$ cat src/rtl/nv12_frame_arbiter.sv
// nv12_frame_arbiter
// Frame-level scheduler that shares one NV12->BGR conversion kernel between
// two descriptor channels. It grants round-robin, validates the frame
// geometry, runs the kernel start/done handshake, counts accepted BGR
// writes and reports completion, rejects and pixel-count mismatches.

module nv12_frame_arbiter #(
  parameter int MAX_ROWS = 2160,
  parameter int MAX_COLS = 3840
) (
  input  logic        ap_clk,
  input  logic        ap_rst,
  input  logic        en,
  input  logic [31:0] ch0_rows_dout,
  input  logic        ch0_rows_empty_n,
  output logic        ch0_rows_read,
  input  logic [31:0] ch0_cols_dout,
  input  logic        ch0_cols_empty_n,
  output logic        ch0_cols_read,
  input  logic [31:0] ch1_rows_dout,
  input  logic        ch1_rows_empty_n,
  output logic        ch1_rows_read,
  input  logic [31:0] ch1_cols_dout,
  input  logic        ch1_cols_empty_n,
  output logic        ch1_cols_read,
  output logic        k_start,
  input  logic        k_ready,
  input  logic        k_done,
  output logic [15:0] k_height,
  output logic [15:0] k_width,
  output logic        k_sel,
  input  logic        k_write,
  input  logic        out_full_n,
  output logic        busy,
  output logic        frame_done,
  output logic        done_ch,
  output logic        mismatch,
  output logic        reject,
  output logic [7:0]  err_cnt
);

  typedef enum logic [2:0] {
    S_IDLE,
    S_CHECK,
    S_START,
    S_RUN,
    S_DONE
  } state_t;

  localparam logic [15:0] LP_MAX_ROWS = 16'(MAX_ROWS);
  localparam logic [15:0] LP_MAX_COLS = 16'(MAX_COLS);

  state_t      r_state;
  logic        r_lastGrant;
  logic        r_valid;
  logic [31:0] r_pixCnt;
  logic        r_kStart;
  logic [15:0] r_kHeight;
  logic [15:0] r_kWidth;
  logic        r_kSel;
  logic        r_busy;
  logic        r_frameDone;
  logic        r_doneCh;
  logic        r_mismatch;
  logic        r_reject;
  logic [7:0]  r_errCnt;

  logic        w_elig0;
  logic        w_elig1;
  logic        w_grant0;
  logic        w_grant1;
  logic        w_anyGrant;
  logic [15:0] w_rows;
  logic [15:0] w_cols;
  logic        w_descOk;
  logic        w_pixInc;
  logic [31:0] w_pixNext;
  logic [31:0] w_area;
  logic        w_mismatch;
  logic        w_finish;
  logic [7:0]  w_errSat;
  logic        w_unused;

  // Upper descriptor bits carry no meaning for this block.
  assign w_unused = ^{ch0_rows_dout[31:16], ch0_cols_dout[31:16],
                      ch1_rows_dout[31:16], ch1_cols_dout[31:16]};

  // A channel may be granted only when both of its descriptor FIFOs hold data;
  // on a tie the channel that did not win last time goes first. Reset blocks
  // pops so pending descriptors survive a mid-frame reset.
  assign w_elig0    = en & ch0_rows_empty_n & ch0_cols_empty_n;
  assign w_elig1    = en & ch1_rows_empty_n & ch1_cols_empty_n;
  assign w_grant0   = (r_state == S_IDLE) & ~ap_rst & w_elig0 & (~w_elig1 | r_lastGrant);
  assign w_grant1   = (r_state == S_IDLE) & ~ap_rst & w_elig1 & (~w_elig0 | ~r_lastGrant);
  assign w_anyGrant = w_grant0 | w_grant1;

  assign ch0_rows_read = w_grant0;
  assign ch0_cols_read = w_grant0;
  assign ch1_rows_read = w_grant1;
  assign ch1_cols_read = w_grant1;

  // Geometry of the descriptor being popped; NV12 4:2:0 needs even sizes.
  assign w_rows   = w_grant1 ? ch1_rows_dout[15:0] : ch0_rows_dout[15:0];
  assign w_cols   = w_grant1 ? ch1_cols_dout[15:0] : ch0_cols_dout[15:0];
  assign w_descOk = (w_rows != 16'd0) && (w_cols != 16'd0) &&
                    (w_rows <= LP_MAX_ROWS) && (w_cols <= LP_MAX_COLS) &&
                    !w_rows[0] && !w_cols[0];

  // Pixel count includes a write landing on the same edge as k_done, and
  // sticks at all-ones instead of wrapping.
  assign w_pixInc   = ((r_state == S_START) || (r_state == S_RUN)) & k_write & out_full_n;
  assign w_pixNext  = (w_pixInc && (r_pixCnt != 32'hFFFF_FFFF)) ? r_pixCnt + 32'd1 : r_pixCnt;
  assign w_area     = 32'(r_kHeight) * 32'(r_kWidth);
  assign w_mismatch = (w_pixNext != w_area);
  assign w_finish   = k_done & (((r_state == S_START) & k_ready) | (r_state == S_RUN));
  assign w_errSat   = (r_errCnt != 8'hFF) ? r_errCnt + 8'd1 : r_errCnt;

  // Frame scheduler: grant, validate, kernel handshake and completion report.
  always_ff @(posedge ap_clk) begin
    if (ap_rst) begin
      r_state     <= S_IDLE;
      r_lastGrant <= 1'b1;
      r_valid     <= 1'b0;
      r_pixCnt    <= 32'd0;
      r_kStart    <= 1'b0;
      r_kHeight   <= 16'd0;
      r_kWidth    <= 16'd0;
      r_kSel      <= 1'b0;
      r_busy      <= 1'b0;
      r_frameDone <= 1'b0;
      r_doneCh    <= 1'b0;
      r_mismatch  <= 1'b0;
      r_reject    <= 1'b0;
      r_errCnt    <= 8'd0;
    end else begin
      r_frameDone <= 1'b0;
      r_mismatch  <= 1'b0;
      r_reject    <= 1'b0;
      case (r_state)
        S_IDLE: begin
          if (w_anyGrant) begin
            r_kHeight   <= w_rows;
            r_kWidth    <= w_cols;
            r_kSel      <= w_grant1;
            r_lastGrant <= w_grant1;
            r_valid     <= w_descOk;
            r_busy      <= 1'b1;
            r_state     <= S_CHECK;
            if (!w_descOk) begin
              r_reject <= 1'b1;
              r_doneCh <= w_grant1;
              r_errCnt <= w_errSat;
            end
          end
        end
        S_CHECK: begin
          if (r_valid) begin
            r_pixCnt <= 32'd0;
            r_kStart <= 1'b1;
            r_state  <= S_START;
          end else begin
            r_busy  <= 1'b0;
            r_state <= S_IDLE;
          end
        end
        S_START: begin
          r_pixCnt <= w_pixNext;
          if (k_ready) begin
            r_kStart <= 1'b0;
            r_state  <= S_RUN;
          end
        end
        S_RUN: begin
          r_pixCnt <= w_pixNext;
        end
        S_DONE: begin
          r_busy  <= 1'b0;
          r_state <= S_IDLE;
        end
        default: begin
          r_state <= S_IDLE;
        end
      endcase
      if (w_finish) begin
        r_state     <= S_DONE;
        r_frameDone <= 1'b1;
        r_doneCh    <= r_kSel;
        r_mismatch  <= w_mismatch;
        if (w_mismatch) begin
          r_errCnt <= w_errSat;
        end
      end
    end
  end

  assign k_start    = r_kStart;
  assign k_height   = r_kHeight;
  assign k_width    = r_kWidth;
  assign k_sel      = r_kSel;
  assign busy       = r_busy;
  assign frame_done = r_frameDone;
  assign done_ch    = r_doneCh;
  assign mismatch   = r_mismatch;
  assign reject     = r_reject;
  assign err_cnt    = r_errCnt;

endmodule

$ cat config.mk
export PLATFORM = sky130hd
export DESIGN_NAME = nv12_frame_arbiter
export DESIGN_NICKNAME = d
export VERILOG_FILES = /design/src/rtl/nv12_frame_arbiter.sv
export SDC_FILE = /design/constraint.sdc
export NUM_CORES = 1
export LEC_CHECK = 0
export BUFFER_PORTS_ARGS = -buffer_cell sky130_fd_sc_hd__buf_2
export CORE_UTILIZATION = 60
export CTS_CLUSTER_SIZE = 40
export DETAILED_ROUTE_END_ITERATION = 6
export PLACE_DENSITY_LB_ADDON = 0.05
export SKIP_LAST_GASP = 1
export SYNTH_ARGS = -nofsm -noshare
export SYNTH_HDL_FRONTEND = slang
export SYNTH_SLANG_ARGS = --single-unit
$ cat constraint.sdc
create_clock -name ap_clk -period 8.6 [get_ports ap_clk]
set_clock_uncertainty 0.1 [all_clocks]
set_input_delay 0.86 -clock ap_clk [delete_from_list [all_inputs] [get_ports ap_clk]]
set_output_delay 0.86 -clock ap_clk [all_outputs]
set_load 0.05 [all_outputs]
==> results.yml <==
synthesis:
  ys_warn_count: 0
  synth-seq-cells: 84
  syn_nets: 2018
  synthFlopType: "dfxtp_1"
  synth-async-reset-ratio_pct: 0
  postSynthCellCount: 1579
  synth_xor_area_share_pct: 5.44
  yosysSeqAreaShare_pct: 12.4
  synth-compound-area-share_pct: 11.8
  synth_fa_ha_area_share_pct: 38.5
  synth_mux_area_share_pct: 3.13
  ys_types: 79
  syn_avg_cell_area_sq_um: 8.57
  synthSimpleGateAreaFrac_pct: 20.7
  synth_top_family_by_area: "adder cells"
  synth_edf_count: 0
  syn-cell-area_sq_um: 13500
hold_path:
  hold_class: "reg -> reg"
timing:
  max_freq_mhz: 122
  min_period_over_period_pct: 95.1
  rsz0062_at_grt: "false"
  hold_viol: 0
  setup_viol: 0
  fin_setup_tns_ps: 0
  drv_slew: 0
  final.min_clock_period_ps: 8170
  fin_ws_ps: 425
  slew_headroom_pct: 35.5
  worstMarginPinSlew_ps: 968
placed_design:
  post_dp_cell_area_sq_um: 14400
  place_ws_ps: 513
  portBuffers: 125
  gp_congestion: 0.886
  dp.cells: 1930
  dp_hpwl_um: 27500
power:
  p_comb_share_pct: 29.0
  swShare_pct: 38.0
  p_sw_mw: 0.451
  leakage_nw: 6.24
  p_int_mw: 0.735
  irDropWorstVdd_uv: 126
  seqPwrFrac_pct: 36.9
  power_frac_clock_pct: 34.1
  power.density_nw_per_um2: 80.5
worst_setup_path:
  required_ps: 8740
  end_kind: "flop"
  arrival_ps: 8310
  start_kind: "flop"
  critPathKind: "reg -> reg"
  crit_fanout: 14
grt:
  grt_start_max_net_pins: 86
  antenna_found_initial: 0
  grt_pass1_wl_um: 58100
  grt_use_total_pct: 31.2
  grt_pass1_vias: 11382
  gr-total-overflow: 0
layout:
  utilization_pct: 67.1
  layout-drive-gt1-share_pct: 13.2
  nNetsFinal: 2100
  multi_input_area_sq_um: 10800
  final_cell_area_sq_um: 14700
  area_growth_pct: 8.83
  antenna_cells: 0
  final.fill_count: 1954
  regArea_sq_um: 1680
  stdcell_count: 1946
routing:
  final_antenna_net_count: 0
  dr.pass1.iters: 7
  routed-via-count: 11509
  drcViolationCount: 1
  drtIter0Drc: 812
  routed_wl_um: 34600
  vias_per_cell: 5.91
  post_drt_wl_per_cell_um: 17.8
cts:
  path_clk_slew_ps: 80
  cts_tree: "yes"
  htreeDepth: 3
  clkLatencyLatePin_ps: 350
  cts_sinks: 84
  ctsHoldBuffers: 0
  cts_root_buf: "clkbuf_16"
  cts.path.max_buffers: 2
  cts_buffers: 9
floorplan:
  ioPinCount: 190
  initial_utilization_pct: 61.7
  die_h_um: 152
  dieArea_sq_um: 23200
  dieWidth_um: 152
  core_sq_um: 22000
  num_rows: 54
flow_run:
  maxCapViolations: 0
status:
  outcome: "finished with violations"
  violations: "design-rule violations"
through the flow:
stage	power [mW]	hold WS, ps
floorplan	0.663	359
global placement	0.780	363
detailed placement	0.786	378
CTS	1.19	392
global route	1.24	428
finish	1.19	390
kinds of logic (layout without fill, tap and decap cells):
| logic type | count (synthesis) | count (layout) |
|---|---|---|
| and+or+nand+nor | 563 | 563 |
| adders and majority gates | 300 | 300 |
| buffers and inverters | 282 | 369 |
| AOI/OAI and AO/OA | 227 | 227 |
| DFF | 84 | 84 |
| xor gates and xnor gates | 81 | 81 |
| muxes | 42 | 42 |
cell usage in the layout (no fill, tap or decap), types with 4 or more instances in the layout:
cell / count
and2_1: 97
nor3_2: 4
nor3_1: 16
o21ai_0: 40
and3_1: 12
nand3_1: 22
xor2_1: 16
nor2b_1: 4
dfxtp_1: 82
ha_1: 106
or3_1: 8
clkbuf_16: 9
nand2b_1: 10
a21oi_1: 46
o211ai_1: 19
a31o_2: 5
nor4_1: 24
nand2_1: 231
fa_1: 194
nor2_1: 87
or2_2: 5
xnor2_1: 63
inv_1: 189
nand4_1: 17
a21o_1: 9
o21a_1: 8
and4_1: 6
a31oi_1: 9
a311oi_1: 13
buf_2: 125
buf_4: 39
a211oi_1: 41
mux2i_1: 39
power groups by stage:
stage / Sequential (mW) / Combinational, mW / Clock [mW]
global placement: 0.444 / 0.336 / 0
global route: 0.439 / 0.376 / 0.426
finish: 0.437 / 0.344 / 0.404
detailed placement: 0.445 / 0.341 / 0
floorplan: 0.456 / 0.208 / 0
CTS: 0.436 / 0.344 / 0.412
final cells by class:
cell class | count | share of cell area, %
timing repair buffer | 164 | 6.23
multi-input combinational | 1213 | 73.1
clock buffer | 9 | 1.53
inverter | 189 | 4.81
sequential | 84 | 11.4
clock inverter | 7 | 0.518
tap | 280 | 2.38
per-layer routing:
metal  vias to the layer above  GRT usage [%]  routed length [um]
met5                         -              0                   0
met4                         0           7.92                 641
met3                        50           3.87                1870
met2                       351           53.0               17300
met1                      5731           42.3               14800
li1                       5377              -                   -
registers in the layout (all words and copies together) (netlist names):
name,flops
busy,1
done_ch,1
err_cnt,8
frame_done,1
k_height,16
k_sel,1
k_start,1
k_width,16
mismatch,1
r_lastGrant,1
r_pixCnt,32
r_state,3
r_valid,1
reject,1
Yosys cell counts (3+ instances only):
| master | count | area [sq um] |
|---|---|---|
| or4_1 | 3 | 22.5 |
| nand4_1 | 17 | 106 |
| mux2i_1 | 39 | 390 |
| nand2_1 | 232 | 871 |
| a211oi_1 | 41 | 308 |
| buf_4 | 3 | 22.5 |
| a221oi_1 | 3 | 26.3 |
| nand2b_1 | 10 | 62.6 |
| a311oi_1 | 13 | 114 |
| a21o_1 | 9 | 67.6 |
| nor2b_1 | 4 | 25.0 |
| nor4_1 | 24 | 150 |
| dfxtp_1 | 84 | 1680 |
| clkbuf_1 | 78 | 293 |
| a21oi_1 | 46 | 230 |
| o21a_1 | 8 | 60.1 |
| a41oi_1 | 3 | 26.3 |
| and2_1 | 97 | 607 |
| buf_2 | 5 | 25.0 |
| xnor2_1 | 63 | 552 |
| or3_1 | 8 | 50.1 |
| xor2_1 | 16 | 140 |
| nor2_1 | 88 | 330 |
| and4_1 | 6 | 52.6 |
| o21ai_0 | 40 | 200 |
| o211ai_1 | 19 | 143 |
| fa_1 | 194 | 3880 |
| buf_1 | 5 | 18.8 |
| and3_1 | 12 | 75.1 |
| nor3_2 | 4 | 40.0 |
| or2_2 | 5 | 31.3 |
| ha_1 | 106 | 1330 |
| a31oi_1 | 9 | 56.3 |
| nor3_1 | 16 | 80.1 |
| a31o_2 | 5 | 43.8 |
| o2111ai_1 | 3 | 26.3 |
| inv_1 | 189 | 709 |
| nand3_1 | 22 | 110 |
critical path: stages (launching register included):
cell      delay [ps]
dfxtp_1          820
nand2_1          160
fa_1             420
fa_1             540
fa_1             440
fa_1             590
fa_1             450
fa_1             510
inv_1             50
ha_1             370
a21oi_1          150
o21ai_0          140
nand2b_1         170
o21ai_0          530
o21ai_0          300
xnor2_1          210
or4_1            510
nor4_1           490
nand4_1          350
a21boi_2         240
nand2b_1         160
mux2_1           330
path summary, 6_finish.rpt:
path | start | end | slack (ps) | cells past startpoint
setup reg to reg | k_height[4]$_SDFFE_PP0P_ | err_cnt[0]$_SDFF_PP0_ | 430 | 21
hold / removal | busy$_SDFFE_PP0P_ | busy$_SDFFE_PP0P_ | 390 | 2
setup / recovery | k_height[4]$_SDFFE_PP0P_ | err_cnt[0]$_SDFF_PP0_ | 430 | 21
hold reg to reg | busy$_SDFFE_PP0P_ | busy$_SDFFE_PP0P_ | 390 | 2
repair_timing:
| action | in CTS | in global routing |
|---|---|---|
| gates resized for setup | 0 | 2 |
| buffers inserted | 0 | 0 |
| endpoints found under the setup margin | 0 | 1 |
No activity file was read; power rests on OpenSTA's default activity.
